$ cat src/rtl/pipe_pkg.sv
// Shared definitions for the pipelined datapath mux family.
// Holds the error-counter width and a constant clog2 used to check select
// widths at elaboration. The {err, data} payload struct depends on the data
// width, so each block declares it next to its WIDTH parameter.
package pipe_pkg;

  localparam int ERR_CNT_W = 8;
  localparam logic [ERR_CNT_W-1:0] ERR_CNT_MAX = '1;

  // Smallest r with 2**r >= value; value <= 1 gives 0.
  function automatic int clog2(input int value);
    int r;
    r = 0;
    while ((1 << r) < value) r++;
    return r;
  endfunction

endpackage : pipe_pkg

$ cat src/rtl/muxn_comb.sv
// NUM-way combinational select of WIDTH-bit words from a flattened bus.
// Input k occupies data[k*WIDTH +: WIDTH]. A select with no matching input
// drives y to zero and raises oor.
module muxn_comb #(
  parameter int WIDTH = 32,
  parameter int NUM   = 4,
  parameter int SEL_W = 2
) (
  input  logic [SEL_W-1:0]     sel,
  input  logic [NUM*WIDTH-1:0] data,
  output logic [WIDTH-1:0]     y,
  output logic                 oor
);

  // Scan every implemented input; an unmatched select falls through to zero.
  always_comb begin
    // NOTE: both outputs get a value before the loop so no path leaves them
    // unassigned, which would otherwise infer a latch.
    y   = '0;
    oor = 1'b1;
    for (int k = 0; k < NUM; k++) begin
      if (sel == SEL_W'(k)) begin
        y   = data[k*WIDTH +: WIDTH];
        oor = 1'b0;
      end
    end
  end

endmodule : muxn_comb

$ cat src/rtl/pipe_muxn_reg.sv
// Stage-boundary N:1 mux with a registered, valid/ready output.
// One word is selected from in_data on accept and presented one cycle later.
// Out-of-range selects produce a zero word flagged by out_err and are counted
// in a saturating err_cnt. flush drops everything held; reset wins over flush.
// Build option: define PIPE_MUXN_SKID_EN to add a one-entry skid buffer,
// which registers in_ready and allows two words in flight.
module pipe_muxn_reg
  import pipe_pkg::*;
#(
  parameter int WIDTH = 32,
  parameter int NUM   = 4,
  parameter int SEL_W = 2
) (
  input  logic                 clock,
  input  logic                 reset,
  input  logic                 in_valid,
  output logic                 in_ready,
  input  logic [SEL_W-1:0]     in_sel,
  input  logic [NUM*WIDTH-1:0] in_data,
  input  logic                 flush,
  output logic                 out_valid,
  input  logic                 out_ready,
  output logic [WIDTH-1:0]     out_data,
  output logic                 out_err,
  output logic [ERR_CNT_W-1:0] err_cnt
);

  typedef struct packed {
    logic             err;
    logic [WIDTH-1:0] data;
  } payload_t;

  if (NUM < 2 || NUM > 16 || SEL_W < clog2(NUM)) begin : g_param_check
    $error("pipe_muxn_reg: NUM must be 2..16 and 2**SEL_W >= NUM");
  end

  logic [WIDTH-1:0]     sel_data;
  logic                 sel_oor;
  payload_t             in_pl;
  payload_t             out_q;
  logic                 out_valid_q;
  logic [ERR_CNT_W-1:0] err_cnt_q;
  logic                 take;

  muxn_comb #(
    .WIDTH (WIDTH),
    .NUM   (NUM),
    .SEL_W (SEL_W)
  ) u_mux (
    .sel  (in_sel),
    .data (in_data),
    .y    (sel_data),
    .oor  (sel_oor)
  );

  assign in_pl = '{err: sel_oor, data: sel_data};

  // A word is really taken only when accepted and not dropped by flush.
  assign take = in_valid & in_ready & ~flush;

  // Count out-of-range words that were really taken, saturating at all-ones.
  always_ff @(posedge clock) begin
    // NOTE: state registers use non-blocking assignments so every flop
    // samples pre-edge values regardless of statement order.
    if (reset) begin
      err_cnt_q <= '0;
    end else if (take && sel_oor && err_cnt_q != ERR_CNT_MAX) begin
      err_cnt_q <= err_cnt_q + 1'b1;
    end
  end

`ifdef PIPE_MUXN_SKID_EN

  payload_t skid_q;
  logic     skid_full_q;

  // With the skid, ready depends only on state, which breaks the
  // combinational out_ready -> in_ready path.
  assign in_ready = ~skid_full_q;

  // Output register and skid occupancy: skid drains first, a new word goes to
  // the output when it is free or being drained, otherwise into the skid.
  always_ff @(posedge clock) begin
    if (reset) begin
      out_valid_q <= 1'b0;
      out_q       <= '0;
      skid_full_q <= 1'b0;
    end else if (flush) begin
      out_valid_q <= 1'b0;
      skid_full_q <= 1'b0;
    end else if (skid_full_q) begin
      if (out_ready) begin
        out_q       <= skid_q;
        skid_full_q <= 1'b0;
      end
    end else if (take) begin
      if (~out_valid_q | out_ready) begin
        out_q       <= in_pl;
        out_valid_q <= 1'b1;
      end else begin
        skid_full_q <= 1'b1;
      end
    end else if (out_ready) begin
      out_valid_q <= 1'b0;
    end
  end

  // Skid payload capture when a word arrives behind a stalled output.
  always_ff @(posedge clock) begin
    // NOTE: the skid payload has no reset; skid_full_q qualifies it, so its
    // contents are never observed before being written.
    if (take && out_valid_q && !out_ready) begin
      skid_q <= in_pl;
    end
  end

`else

  // Ready whenever the output register is empty or being drained this cycle.
  assign in_ready = ~out_valid_q | out_ready;

  // Single output register: load on take, clear valid on drain without refill.
  always_ff @(posedge clock) begin
    if (reset) begin
      out_valid_q <= 1'b0;
      out_q       <= '0;
    end else if (flush) begin
      out_valid_q <= 1'b0;
    end else if (take) begin
      out_q       <= in_pl;
      out_valid_q <= 1'b1;
    end else if (out_ready) begin
      out_valid_q <= 1'b0;
    end
  end

`endif

  assign out_valid = out_valid_q;
  assign out_data  = out_q.data;
  assign out_err   = out_q.err;
  assign err_cnt   = err_cnt_q;

endmodule : pipe_muxn_reg

$ cat config.mk
export PLATFORM = sky130hd
export DESIGN_NAME = pipe_muxn_reg
export DESIGN_NICKNAME = d
export VERILOG_FILES = /design/src/rtl/pipe_pkg.sv /design/src/rtl/muxn_comb.sv /design/src/rtl/pipe_muxn_reg.sv
export SDC_FILE = /design/constraint.sdc
export NUM_CORES = 1
export LEC_CHECK = 0
export BUFFER_PORTS_ARGS = -buffer_cell sky130_fd_sc_hd__buf_4
export CORE_AREA = 2 2 84 86
export CTS_CLUSTER_DIAMETER = 150
export DETAILED_ROUTE_END_ITERATION = 8
export DIE_AREA = 0 0 86 88
export HOLD_SLACK_MARGIN = 0.05
export PLACE_DENSITY = 0.7
export SYNTH_ARGS = -nofsm -noshare
export SYNTH_HDL_FRONTEND = slang
export SYNTH_SLANG_ARGS = --single-unit
$ cat constraint.sdc
create_clock -name clock -period 1.33 [get_ports clock]
set_input_delay 0.0665 -clock clock [delete_from_list [all_inputs] [get_ports clock]]
set_output_delay 0.0665 -clock clock [all_outputs]
set_load 0.05 [all_outputs]
Word-level counts from Yosys, hierarchy flattened
Index checks and enable logic that the tools add are counted.
Widths: inputs -> output; s select.
{"block": "word_totals", "ff_bits": 42, "word_cells": 30, "output_inout_bits": 43}
{"block": "op_classes", "reduce_logical": 6, "n_bitwise": 5, "n_mux": 10, "add_sub_neg": 1, "eq_ne": 4}
{"cell": "$mux 32", "n": 4}
{"cell": "$add 8x1->8 const B", "n": 1}
{"cell": "$ne 8x8->1 const B", "n": 1}
{"cell": "$mux 1", "n": 6}
{"cell": "$eq 2x2->1 const B", "n": 2}
{"cell": "$and 1x1->1", "n": 2}
{"cell": "$eq 2x1->1 const B", "n": 1}
{"cell": "$logic_and 1x1->1", "n": 2}
{"cell": "$logic_not 2->1", "n": 1}
{"cell": "$not 1->1", "n": 2}
{"cell": "$reduce_and 2->1", "n": 1}
{"cell": "$reduce_bool 2->1", "n": 1}
{"cell": "$reduce_or 2->1", "n": 1}
{"cell": "$or 1x1->1", "n": 1}

Depth between registers and ports, before layout
{"block": "logic_depth", "ltp_word": 7, "depth_mapped": 5}

Hierarchy
From an unflattened synthesis, not the netlist that was laid out.
{"block": "unflattened", "hier_cells": 239, "area_unflattened_um2": 2424.8}
{"mod": "pipe_muxn_reg", "seq_area_each_um2": 840.8, "area_per_inst_um2": 1599.0, "cells_each": 198, "instances": 1}
{"mod": "muxn_comb", "seq_area_each_um2": 0.0, "area_per_inst_um2": 825.8, "cells_each": 41, "instances": 1}

Worst setup path after synthesis
OpenSTA, ideal clock, no wires.
{"block": "synth_path", "kind": "reg-to-reg", "from": "register out_valid_q, in the netlist out_valid", "to": "register out_q (netlist bit out_data[10])", "setup_time_ps": 117, "required_ps": 1213, "path_slack_ps": -647, "arrival_ps": 1860, "path_stages_with_launch": 6, "path_buffers": 2, "period_less_slack_ps": 1977, "cell_sequence": "dfxtp_1 > nand2b_1 > and3_1 > clkbuf_1 > buf_2 > a22o_1"}
{"block": "synth_between", "elab_chain_cells": 5}
{"item": "start: declaration", "line": "pipe_muxn_reg.sv:41", "rtl": "logic out_valid_q;"}
{"item": "start signal: assignment", "line": "pipe_muxn_reg.sv:125", "rtl": "out_valid_q <= 1'b0;"}
{"item": "start signal: assignment", "line": "pipe_muxn_reg.sv:128", "rtl": "out_valid_q <= 1'b0;"}
{"item": "start signal: assignment", "line": "pipe_muxn_reg.sv:131", "rtl": "out_valid_q <= 1'b1;"}
{"item": "$not 1->1", "line": "pipe_muxn_reg.sv:120", "rtl": "assign in_ready = ~out_valid_q | out_ready;"}
{"item": "$or 1x1->1", "line": "pipe_muxn_reg.sv:120"}
{"item": "via in_ready", "line": "pipe_muxn_reg.sv:17", "rtl": "output logic in_ready,"}
{"item": "$and 1x1->1 (2 in series)", "line": "pipe_muxn_reg.sv:59", "rtl": "assign take = in_valid & in_ready & ~flush;"}
{"item": "$reduce_and 2->1 (no source line)"}
{"item": "end signal: assignment", "line": "pipe_muxn_reg.sv:130", "rtl": "out_q <= in_pl;"}
{"item": "end: declaration", "line": "pipe_muxn_reg.sv:40", "rtl": "payload_t out_q;"}
The timed path passes the listed nets, and every way through them passes these cells.
A chain may end at the register's enable or synchronous reset.

==> out/metrics.csv <==
stage,metric,value,unit
worst_setup_path,"reg-to-reg slack, setup",210,ps
timing,RSZ-0062 raised after global routing,yes,
detailed_routing,via count,1963,
floorplan,die area,7568,um2
power_and_ir_drop,Internal,2297,uW
grt,total congestion overflow,0,
grt,initial antenna violation count,0,
detailed_routing,initial drt markers,27,
worst_setup_path,WS Path Type,primary input to register,
finish,"commonest non-fill, non-tap cell in the layout",buf_4,
yosys,Syn Area/Cell,15.22,um2
power_and_ir_drop,Power Density,864.3,nW/um2
finish,Nets,453,
hold_path,min-delay worst type,primary input to register,
timing,FMAX,799.1,MHz
power_and_ir_drop,Sw Ratio,27.57,%
finish,Post-Layout Cell Count,399,
power_and_ir_drop,Peak supply drop,0.4868,mV
floorplan,Core ar.,6644,um2
yosys,area share of and/or/nand/nor cells after synthesis,3.688,%
timing,Setup-failing EPs final,0,
clock_network,clock buffer depth,2,
placement,global placer's final weighted congestion,0.7391,
clock_network,H-Tree Depth,2,
yosys,"Distinct cells, synth",18,
placement,Port Buffers,177,
yosys,Post-Syn Area,2069,um2
yosys,syn_nets,271,
finish,most frequent cells in the layout,"buf_4, dfxtp_1, a22o_1, mux4_2",
timing,final hold violations,0,
yosys,area share of fa/ha/maj cells after synthesis,0,%
floorplan,Starting Density,31.15,%
power_and_ir_drop,sequential share of power,42.4,%
power_and_ir_drop,Tot Pwr,3172,uW
yosys,mux contribution to synthesized area,35.19,%
floorplan,Ports,178,
worst_setup_path,Buffers & Inverters on Critical Path,3,
worst_setup_path,CP top delay family,buffers and inverters,
run,Max-cap violations,0,
clock_network,CTS tree,yes,
yosys,largest family of logic cells by synthesized area,multiplexers,
clock_network,cts bufs inserted,5,
detailed_routing,Remaining DRCs,0,
finish,layout cell share with drive strength beyond 1,70.85,%
yosys,Synth Register Bits,42,
worst_setup_path,CP max stage cell,dlygate4sd3_1,
detailed_routing,Vias/cell,4.920,
detailed_routing,Routed WL,6238,um
finish,flip-flop and latch area,844.6,um2
yosys,Mapped Cells,136,
grt,Total GRT Usage,15.99,%
yosys,top-area cell type share of the netlist area,40.63,%
power_and_ir_drop,Pleak,0.001736,uW
grt,pin count of the biggest net entering global routing,21,
yosys,Synth Area in Compound Gates,14.51,%
floorplan,Die Height,88,um
worst_setup_path,worst path cell trace,dlygate4sd3_1 -> buf_4 -> nor2_1 -> and3_1 -> buf_6 -> a22o_1,
timing,Slew HR,84.91,%
finish,area of the multi-input gates,1121,um2
clock_network,Root Buffer,clkbuf_8,
finish,Antenna Cells,0,
timing,clock skew,5.487,ps
clock_network,CTS clock-pin slew for the worst setup and hold paths,80,ps
yosys,register area share after synthesis,40.63,%
yosys,Synth area leaders,"dfxtp_1, mux4_2, a22o_1",
worst_setup_path,"critical path fanouts, max",20,
detailed_routing,drt pass-1 iters,4,
worst_setup_path,CP endpoint kind,register,
worst_setup_path,worst path required time,1560,ps
power_and_ir_drop,Clock Power Share,26.6,%
finish,Layout fillers,587,
grt,first-pass GRT wire length,9363,um
timing,fin crit period,1251,ps
detailed_routing,"antenna viol nets, final",0,
placement,post-detail-place hpwl,5053,um
detailed_routing,Routed WL per cell,15.63,um
yosys,Yosys top cell by area,dfxtp_1,
placement,dpl cells,388,
timing,number of slew-limit violations in the final report,0,
worst_setup_path,Setup crit start kind,primary input,
power_and_ir_drop,Gate power share,31.0,%
grt,number of global-route vias before repair,2059,
yosys,Post-Synth XOR/XNOR Area,0,%
clock_network,CTS sink count,42,
clock_network,postcts setup bufs,0,
floorplan,Chip Width,86,um
worst_setup_path,critical path arrival,1480,ps
power_and_ir_drop,P_sw,874.4,uW
timing,period utilization,94.09,%
timing,Least-Margin Pin Slew,226.7,ps
run_status,status,finished clean,
floorplan,standard-cell rows,30,
worst_setup_path,CP max stage delay,540,ps
finish,Area Growth Syn to Fin,77.33,%
yosys,Ys Warns,0,
clock_network,Skew-Pair Late Insertion Delay,280,ps
final timing paths:
path	start	end	cells past startpoint
hold / removal	out_ready	out_valid	3
setup reg to reg	out_valid	out_data[5]	4
setup / recovery	reset	out_data[5]	6
hold reg to reg	err_cnt[3]	err_cnt[3]	1
power groups by stage:
stage	Sequential [uW]	Combinational [uW]	Clock (uW)
floorplan	1570	321	0
global placement	1370	972	0
detailed placement	1370	985	0
CTS	1350	992	890
global route	1350	1040	910
finish	1350	982	843
synth_stat cells:
master,n
nand2b_1,1
clkbuf_1,1
nor2_1,1
and2_1,1
mux4_1,2
buf_6,1
nor2b_1,5
buf_12,3
buf_1,3
and2b_1,3
a31oi_2,1
inv_1,2
dfxtp_1,42
and3_1,1
mux4_2,30
buf_2,6
a22o_1,32
a21boi_0,1
stage by stage:
| stage | instance area, um2 | setup TNS [ps] | hold slack (ps) | setup slack, ps | util, % |
|---|---|---|---|---|---|
| 4_1_cts | 3666 | 0 | 99.41 | 24.12 | 55.18 |
| 3_5_place_dp | 3545 | 0 | 336.0 | 104.8 | 53.35 |
| 6_report | 3670 | 0 | 110.2 | 78.56 | 55.24 |
| 2_1_floorplan | 2088 | -596.1 | 138.1 | -19.88 | - |
| 5_1_grt | 3670 | -11.40 | 116.9 | -8.233 | 55.24 |
| 3_3_place_gp | 3545 | 0 | 325.6 | 136.3 | 53.35 |
timing repair:
item	4_1_cts	5_1_grt
endpoints found under the setup margin	0	20
endpoints found under the hold margin	6	0
gates resized for setup	0	1
hold buffers	3	0
worst reg2reg max path: stages (launching register included):
cell,delay (ps)
dfxtp_4,360
nand2b_4,70
and3_1,180
buf_6,170
a22o_1,210
registers in the layout, indices dropped and copies added (netlist names):
register   cells
err_cnt        8
out_valid      1
out_data      32
out_err        1
cell type report:
type | count | area share, %
clock buffer | 7 | 2.353
clock inverter | 1 | 0.1364
inverter | 2 | 0.2046
multi-input combinational | 78 | 30.55
sequential | 42 | 23.01
tap | 80 | 2.728
timing repair buffer | 189 | 41.02
cells by family after synthesis:
family,count (synthesis)
buf+inv,16
flops,42
compound gates,34
simple gates,12
mux,32
routing by layer:
metal	global-route usage [%]	share of wire [%]	wire length, um	vias to the layer above
li1	-	-	-	922
met1	16.99	34	2129	925
met2	29.39	54	3350	106
met3	5.655	10	654	10
met4	5.483	1.7	104	0
met5	0	0	0	-
Note: power is estimated with default switching activity, not from simulation.
